## config.mk

```make
export PLATFORM = sky130hd
export DESIGN_NAME = uart_tx_io
export DESIGN_NICKNAME = d
export VERILOG_FILES = /design/src/rtl/uart_tx_io.sv
export SDC_FILE = /design/constraint.sdc
export NUM_CORES = 1
export LEC_CHECK = 0
export CORE_UTILIZATION = 66
export CTS_CLUSTER_SIZE = 14
export DETAILED_ROUTE_END_ITERATION = 7
export DONT_BUFFER_PORTS = 1
export HOLD_SLACK_MARGIN = 0.15
export PLACE_DENSITY = 0.82
export SLEW_MARGIN = 20
export SYNTH_ARGS = -nofsm -noshare
export SYNTH_HDL_FRONTEND = slang
export SYNTH_SLANG_ARGS = --single-unit
export TNS_END_PERCENT = 10
```

## constraint.sdc

```tcl
create_clock -name CLK -period 6.41 [get_ports CLK]
set_input_delay 0.9615 -clock CLK [delete_from_list [all_inputs] [get_ports CLK]]
set_output_delay 0.9615 -clock CLK [all_outputs]
set_load 0.005 [all_outputs]
```

## src/rtl/uart_tx_io.sv

```systemverilog
// uart_tx_io: memory-mapped UART transmitter (TXDATA/STATUS registers) with a transmit FIFO.
// Define UART_TX_PARITY_EN to send an even-parity 8E1 frame; the default build sends 8N1.
module uart_tx_io #(
   parameter int BAUD_DIV   = 4,
   parameter int FIFO_DEPTH = 8
) (
   input  logic        CLK,
   input  logic        RESET_N,
   input  logic        IO_SEL,
   input  logic [3:0]  ADDR,
   input  logic [31:0] WDATA,
   input  logic [4:0]  WMASK,
   output logic [31:0] rdata,
   output logic        tx,
   output logic        busy
);
   localparam int PW = $clog2(FIFO_DEPTH);
   localparam int CW = $clog2(FIFO_DEPTH + 1);
   localparam logic [3:0]  ADDR_TXDATA = 4'b1000;
   localparam logic [3:0]  ADDR_STATUS = 4'b1001;
   localparam logic [15:0] BAUD_LOAD   = 16'(BAUD_DIV - 1);

`ifdef UART_TX_PARITY_EN
   localparam logic PARITY_FLAG = 1'b1;
   typedef enum logic [2:0] {IDLE, START, DATA, PARITY, STOP} state_t;
`else
   localparam logic PARITY_FLAG = 1'b0;
   typedef enum logic [2:0] {IDLE, START, DATA, STOP} state_t;
`endif

   state_t        state, state_d;
   logic [7:0]    fifo_mem [FIFO_DEPTH];
   logic [PW-1:0] wr_ptr, rd_ptr;
   logic [CW-1:0] count;
   logic          overflow;
   logic [15:0]   baud_cnt, baud_cnt_d;
   logic [2:0]    bit_cnt, bit_cnt_d;
   logic [7:0]    shift, shift_d;
   logic          tx_d;
   logic          full, empty, push_req, push, pop, ovf_evt, ovf_clr, baud_done;
   logic [3:0]    cnt_field;
   logic          unused_bits;
`ifdef UART_TX_PARITY_EN
   logic          par_bit, par_bit_d;
`endif

   assign full      = (count == CW'(FIFO_DEPTH));
   assign empty     = (count == '0);
   assign push_req  = IO_SEL & WMASK[0] & (ADDR == ADDR_TXDATA);
   // A full FIFO still accepts a write when the transmitter frees a slot in the same cycle.
   assign push      = push_req & (~full | pop);
   assign ovf_evt   = push_req & full & ~pop;
   assign ovf_clr   = IO_SEL & WMASK[0] & (ADDR == ADDR_STATUS) & WDATA[3];
   assign baud_done = (baud_cnt == '0);
   assign busy      = (state != IDLE) | ~empty;
   assign unused_bits = ^{WDATA[31:8], WDATA[7:4], WDATA[2:0], WMASK[4:1]};

   always_ff @(posedge CLK) begin
      if (push) fifo_mem[wr_ptr] <= WDATA[7:0];
   end

   always_ff @(posedge CLK or negedge RESET_N) begin
      if (!RESET_N) begin
         wr_ptr   <= '0;
         rd_ptr   <= '0;
         count    <= '0;
         overflow <= 1'b0;
      end else begin
         if (push) wr_ptr <= wr_ptr + PW'(1);
         if (pop)  rd_ptr <= rd_ptr + PW'(1);
         if (push && !pop)      count <= count + CW'(1);
         else if (pop && !push) count <= count - CW'(1);
         if (ovf_evt)      overflow <= 1'b1;
         else if (ovf_clr) overflow <= 1'b0;
      end
   end

   // Pop decisions use the registered count, so a byte written into an empty FIFO waits one cycle.
   always_comb begin
      state_d    = state;
      baud_cnt_d = baud_done ? baud_cnt : baud_cnt - 16'd1;
      bit_cnt_d  = bit_cnt;
      shift_d    = shift;
      tx_d       = tx;
      pop        = 1'b0;
`ifdef UART_TX_PARITY_EN
      par_bit_d  = par_bit;
`endif
      case (state)
         IDLE: begin
            if (!empty) begin
               pop        = 1'b1;
               shift_d    = fifo_mem[rd_ptr];
               state_d    = START;
               baud_cnt_d = BAUD_LOAD;
               tx_d       = 1'b0;
`ifdef UART_TX_PARITY_EN
               par_bit_d  = ^fifo_mem[rd_ptr];
`endif
            end
         end
         START: begin
            if (baud_done) begin
               state_d    = DATA;
               baud_cnt_d = BAUD_LOAD;
               bit_cnt_d  = 3'd0;
               tx_d       = shift[0];
            end
         end
         DATA: begin
            if (baud_done) begin
               baud_cnt_d = BAUD_LOAD;
               if (bit_cnt == 3'd7) begin
`ifdef UART_TX_PARITY_EN
                  state_d = PARITY;
                  tx_d    = par_bit;
`else
                  state_d = STOP;
                  tx_d    = 1'b1;
`endif
               end else begin
                  bit_cnt_d = bit_cnt + 3'd1;
                  shift_d   = {1'b0, shift[7:1]};
                  tx_d      = shift[1];
               end
            end
         end
`ifdef UART_TX_PARITY_EN
         PARITY: begin
            if (baud_done) begin
               state_d    = STOP;
               baud_cnt_d = BAUD_LOAD;
               tx_d       = 1'b1;
            end
         end
`endif
         STOP: begin
            if (baud_done) begin
               if (!empty) begin
                  pop        = 1'b1;
                  shift_d    = fifo_mem[rd_ptr];
                  state_d    = START;
                  baud_cnt_d = BAUD_LOAD;
                  tx_d       = 1'b0;
`ifdef UART_TX_PARITY_EN
                  par_bit_d  = ^fifo_mem[rd_ptr];
`endif
               end else begin
                  state_d = IDLE;
                  tx_d    = 1'b1;
               end
            end
         end
         default: state_d = IDLE;
      endcase
   end

   always_ff @(posedge CLK or negedge RESET_N) begin
      if (!RESET_N) begin
         state    <= IDLE;
         baud_cnt <= '0;
         bit_cnt  <= '0;
         tx       <= 1'b1;
      end else begin
         state    <= state_d;
         baud_cnt <= baud_cnt_d;
         bit_cnt  <= bit_cnt_d;
         tx       <= tx_d;
      end
   end

   always_ff @(posedge CLK) begin
      shift <= shift_d;
`ifdef UART_TX_PARITY_EN
      par_bit <= par_bit_d;
`endif
   end

   // STATUS count field saturates at 15 for deep FIFOs.
   always_comb begin
      cnt_field = (32'(count) > 32'd15) ? 4'hF : 4'(count);
      rdata     = '0;
      if (IO_SEL && (ADDR == ADDR_STATUS))
         rdata = {23'b0, PARITY_FLAG, cnt_field, overflow, (state != IDLE), empty, full};
   end

endmodule

```

Word level (Yosys, flattened, before mapping):

Memories as Yosys holds them, arrays and structs flattened.
Index checks and enable logic that the tools add are counted.
W data, S select, Z words.

* register bits: 42
* memory bits (writable): 64
* input bits: 44
* logic and storage cells: 98
* memories: 1

Memory list
* fifo_mem: words 8, bits a word 8, rd ports 1, clocked after Yosys merged registers in 0, wr ports 1, line 32 `logic [7:0] fifo_mem [FIFO_DEPTH];`

* add/sub/neg operators: 6
* equal/unequal tests: 13
* muxes and demuxes: 38
* bitwise operators: 12
* reductions and logical operators: 19

Operators by type and width (count)
* $mux W16: 4
* $pmux W16 S3: 1
* $mux W8: 5
* $mux W3: 8
* $pmux W8 S3: 1
* $logic_not A16 Y1: 1
* $sub A16 B1 Y16 const B: 1
* $mux W1: 13
* $eq A4 B4 Y1 const B: 3
* $ne A2 B2 Y1 const B: 6
* $pmux W3 S4: 1
* $reduce_and A5 Y1: 2
* $add A3 B1 Y3 const B: 3
* $mux W4: 2
* $reduce_and A4 Y1: 2
* $and A1 B1 Y1: 7
* $eq A3 B2 Y1 const B: 2
* $pmux W3 S2: 1
* $reduce_bool A2 Y1: 3
* $reduce_bool A3 Y1: 2
* $add A4 B1 Y4 const B: 1
* $logic_not A4 Y1: 1
* $pmux W1 S4: 1
* $reduce_bool A4 Y1: 1
* 10 further kinds: 16

Depth between registers and ports, before layout:

* word-level depth: 10
* gate-level depth with buffers: 14
* mapped depth without buffers: 14

Least setup slack after synthesis:

OpenSTA, ideal clock, no wires.

* kind: in2reg
* start point: input ADDR[1]
* end point: register count[3], in the netlist cnt_field[3]
* setup time: 0.125 ns
* arrival: 2.987 ns
* required time: 6.285 ns
* setup slack: 3.298 ns
* stages: 11
* buffers on the path: 0
* path through: nor3b_1 > and2_1 > a41o_1 > ha_1 > inv_1 > ha_1 > a21o_1 > a21oi_1 > xnor2_1 > nor2_1 > xor2_1

* cells in the longest elaborated chain, start to end: 6

RTL lines
* start, declared: line 10 `input logic [3:0] ADDR,`
* $eq A4 B4 Y1 *: line 49 `assign push_req = IO_SEL & WMASK[0] & (ADDR == ADDR_TXDATA);`
* $and A1 B1 Y1 *: line 49
* $and A1 B1 Y1 *: line 51 `assign push = push_req & (~full | pop);`
* net push: line 40 `logic full, empty, push_req, push, pop, ovf_evt, ovf_clr, baud_done;`
* $logic_not A1 Y1: line 72 `else if (pop && !push) count <= count - CW'(1);`
* $logic_and A1 B1 Y1: line 72
* $reduce_bool A2 Y1 (no line)
* end signal, assigned: line 71 `if (push && !pop) count <= count + CW'(1);`
* end signal, assigned: line 72
* end, declared: line 34 `logic [CW-1:0] count;`

Mark *: on every way through the listed nets, which the timed path passes. The rest lies on a longest branch.
A chain may end at the register's enable or synchronous reset.

Final worst setup path:

* start point: register baud_cnt[0]
* end point: register count[3], in the netlist cnt_field[3]

* cells in the longest elaborated chain, start to end: 8

RTL lines
* start, declared: line 36 `logic [15:0] baud_cnt, baud_cnt_d;`
* start signal, assigned: line 166 `baud_cnt <= baud_cnt_d;`
* $logic_not A16 Y1 *: line 54 `assign baud_done = (baud_cnt == '0);`
* $mux W1 *: line 138 `if (baud_done) begin`
* $pmux W1 S2 *: line 89 `case (state)`
* $or A1 B1 Y1: line 51
* $and A1 B1 Y1: line 51
* $logic_not A1 Y1: line 72
* $logic_and A1 B1 Y1: line 72
* $reduce_bool A2 Y1 (no line)

Mark *: on every way between the ends. The rest lies on a longest branch, timed or not.

==> impl_summary.txt <==
----------------------------------------------------
[Setup path]
  Worst reg-to-reg setup slack ... about 2.8 ns
  Data arrival time of the critical path ... 3.84 ns
  Required @ worst endpoint ... around 6.7 ns
  FF-to-FF End ... cnt_field[3]
  R2r worst-path depth ... 14
  Largest fanout of any net on the critical path ... 12
  Crit path capture type ... flip-flop
  CP startpoint kind ... flip-flop
  Path type of the worst setup path ... reg2reg
  Startpoint of the worst-slack reg-to-reg timing path ... baud_cnt[0]

[Clocking]
  CTS tree ... built
  CTS-repair resized insts ... 0
  Clk root buf ... sky130_fd_sc_hd__clkbuf_8
  Buffers inserted during post-CTS setup optimization ... 0
  Reg clk slew, reported paths ... approximately 0.11 ns
  CTS max path bufs ... 2
  Count of clock tree sinks ... 105
  H-Tree Depth ... 3
  Clock buffer count from CTS ... 9
  Clock latency reported for the late side of the worst-skew pair ... ~0.36 ns
  Count of hold buffers inserted by post-cts repair ... 0

[Flow run]
  Max-cap violations ... 0

[Synthesis]
  Number of cells produced by synthesis ... 371
  Register area share after synthesis ... approximately three fifths
  Count of warnings emitted by yosys ... 0
  Unique masters post-synth ... between 50 and 60
  Asr flop ratio synth ... a little under a third
  Netlist area before placement ... between 4000 and 5000 um^2
  Leading register cell type out of synthesis ... sky130_fd_sc_hd__edfxtp_1
  Synthesis-stage register bit count ... roughly 110
  Avg Inst Size Synth ... 13.4 um^2
  Count of flip-flops with a built-in enable after synthesis ... slightly above 70

[Placed design]
  Routability-driven placement congestion ratio ... just under 0.8
  IO Port Bufs ... 0
  Minimum setup slack after placement ... between 2 and 3 ns
  HPWL Detailed ... roughly 5.7 mm

[Power and ir drop]
  Worst vdd ir ... about 0.27 mV
  Leakage ... 1.91 nW
  Cell area power density ... around 410 nW/um^2

[Floorplanning]
  Starting Density ... between 60% and 70%
  Die footprint ... about 7900 um^2
  Overall die width ... a little under 90 um
  Row count ... 31
  Vertical die dimension ... 88.9 um
  Core ar. ... 7290 um^2
  Top-level I/O count ... 78

[Min path]
  Path class of the lowest-slack min-delay path ... in2async

[Detailed routing]
  Antenna-violating nets left ... 0
  Routed WL per cell ... 17.7 um
  First-iteration detailed-routing DRC count ... ~170
  Detail-routed via count per cell ... 5.90
  Post-detailed-routing wire length ... between 8 and 9 mm
  DRC viols ... 0
  Initial DRT Pass Iterations ... 4
  Via total after detailed routing ... about 2,800

[Final layout]
  Fraction of final layout cells sized beyond drive strength 1 ... about an eighth
  Post-synthesis to final-layout area growth ... 3.61%
  Number of fill cells ... 520
  Number of antenna cells inserted ... 0
  Area taken by flip-flops and latches ... between 2000 and 3000 um^2
  Multi-input gate area ... ~1800 um^2
  Final net count ... between 400 and 500

[STA]
  Clock Skew ... 0.0106 ns
  Setup-violating endpoint count in the final report ... 0
  Post-route clock period utilization ... a little under three fifths
  Post-layout worst setup margin ... between 2 and 3 ns
  Worst hold-check slack ... 0.279 ns
  Unrepaired setup endpoints after global routing ... false
  F_max ... 279 MHz
  Post-Route Setup TNS ... 0 ns
  Actual slew at the worst max-slew pin ... 0.976 ns
  Number of hold-slack violations in the final timing report ... 0
  Number of slew-limit violations in the final report ... 0
  Min cycle time layout ... between 3 and 4 ns
  Normalized max-slew margin ... between 30% and 40%

[Global route]
  All-layer global routing usage ... between 20% and 30%
  Initial antenna violation count ... 0
  Gr ovfl total ... 0
  Number of global-route vias before repair ... ~2,700
  Wire length of the first global-routing pass ... 13.6 mm
  Pin count of the biggest net entering global routing ... 34

[Outcome]
  Result of the run ... finished, final reports clean

----------------------------------------------------
-- cell families after synthesis --
kind of cell | synth area share, %
buffers and inverters | 5.64
and+or+nand+nor | 11.1
AOI/OAI and AO/OA | 6.80
other | 0.0752
muxes | 9.58
adders and majority gates | 3.91
DFF | 59.9
xor gates and xnor gates | 2.99
-- through the flow --
step	util, %	instances	area (um^2)	power [W]
after floorplan	-	394	5070	0.00160
final	70.9	475	5170	0.00212
after detailed placement	68.2	459	4970	0.00173
after global routing	70.9	475	5170	0.00226
after global placement	68.2	459	4970	0.00170
after CTS	70.8	475	5170	0.00212
-- worst max-delay path: stages (launching register included) --
cell                      delay, ns
sky130_fd_sc_hd__dfrtp_1       0.44
sky130_fd_sc_hd__inv_1         0.10
sky130_fd_sc_hd__ha_1          0.15
sky130_fd_sc_hd__nor4b_1       0.38
sky130_fd_sc_hd__and4b_1       0.59
sky130_fd_sc_hd__a21oi_2       0.16
sky130_fd_sc_hd__or3_4         0.39
sky130_fd_sc_hd__ha_1          0.22
sky130_fd_sc_hd__inv_1         0.12
sky130_fd_sc_hd__ha_1          0.25
sky130_fd_sc_hd__a21o_1        0.17
sky130_fd_sc_hd__a21oi_1       0.18
sky130_fd_sc_hd__xnor2_1       0.14
sky130_fd_sc_hd__nor2_1        0.07
sky130_fd_sc_hd__xor2_1        0.14
-- registers in the layout (all words and copies together) (netlist names) --
name       count
shift          8
bit_cnt        3
rd_ptr         3
cnt_field      4
baud_cnt      16
wr_ptr         3
overflow       1
tx             1
fifo_mem      64
state          2
-- area by class of cell --
type	instances	share of cell area (%)
Sequential cell	105	57.9
Multi-Input combinational cell	243	34.9
Timing Repair Buffer	3	0.436
Clock buffer	9	2.40
Inverter	9	0.654
Clock inverter	7	1.36
Tap cell	99	2.40
-- cell usage after synthesis (8+ instances only) --
cell type	count	area (um^2)
sky130_fd_sc_hd__edfxtp_1	72	2160
sky130_fd_sc_hd__dfrtp_1	32	801
sky130_fd_sc_hd__nand2_1	28	105
sky130_fd_sc_hd__nor2_1	27	101
sky130_fd_sc_hd__buf_4	26	195
sky130_fd_sc_hd__o21ai_0	22	110
sky130_fd_sc_hd__mux4_2	16	360
sky130_fd_sc_hd__a21oi_1	15	75.1
sky130_fd_sc_hd__ha_1	14	175
sky130_fd_sc_hd__xnor2_1	10	87.6
sky130_fd_sc_hd__inv_1	8	30.0
sky130_fd_sc_hd__mux2i_1	8	80.1
-- worst max path at each step --
stage / from / endpoint / slack, ns / depth (start not counted)
2_1_floorplan: ADDR[1] / cnt_field[3] / 3.30 / 11
3_3_place_gp: baud_cnt[0] / cnt_field[3] / 2.93 / 14
3_5_place_dp: baud_cnt[0] / cnt_field[3] / 2.88 / 14
4_1_cts: baud_cnt[0] / cnt_field[3] / 2.82 / 14
5_1_grt: baud_cnt[0] / cnt_field[3] / 2.52 / 14
6_report: baud_cnt[0] / cnt_field[3] / 2.82 / 14
-- power breakdown --
part | leakage (nW) | internal, W | switching (W)
clock network | 0.0951 | 0.000152 | 0.000245
registers | 1.08 | 0.000852 | 0.000142
logic | 0.741 | 0.000342 | 0.000384
total | 1.91 | 0.00135 | 0.000771
-- layout by cell type, fill, tap and decap left out, types with 4 or more instances in the layout --
cell                       instances
sky130_fd_sc_hd__edfxtp_1         72
sky130_fd_sc_hd__inv_1             8
sky130_fd_sc_hd__a21oi_1          15
sky130_fd_sc_hd__nor4_1            5
sky130_fd_sc_hd__clkbuf_8          9
sky130_fd_sc_hd__ha_1             14
sky130_fd_sc_hd__nand2_1          28
sky130_fd_sc_hd__nand2b_1          5
sky130_fd_sc_hd__xnor2_1          10
sky130_fd_sc_hd__nand3_1           4
sky130_fd_sc_hd__nor2_1           27
sky130_fd_sc_hd__conb_1           24
sky130_fd_sc_hd__mux2i_1           8
sky130_fd_sc_hd__and2_1            6
sky130_fd_sc_hd__nor3_1            7
sky130_fd_sc_hd__mux4_2           16
sky130_fd_sc_hd__xor2_1            7
sky130_fd_sc_hd__o21ai_0          22
sky130_fd_sc_hd__dfrtp_1          31
-- metal layers --
metal  global-route usage, %  vias up  share of wire (%)
met5                       0        -                  0
met4                    7.07        0                1.8
met3                    5.63       15                4.8
met2                    40.4       80                 50
met1                    30.4     1387                 43
li1                        -     1319                  -
No activity file was read; power rests on OpenSTA's default activity.
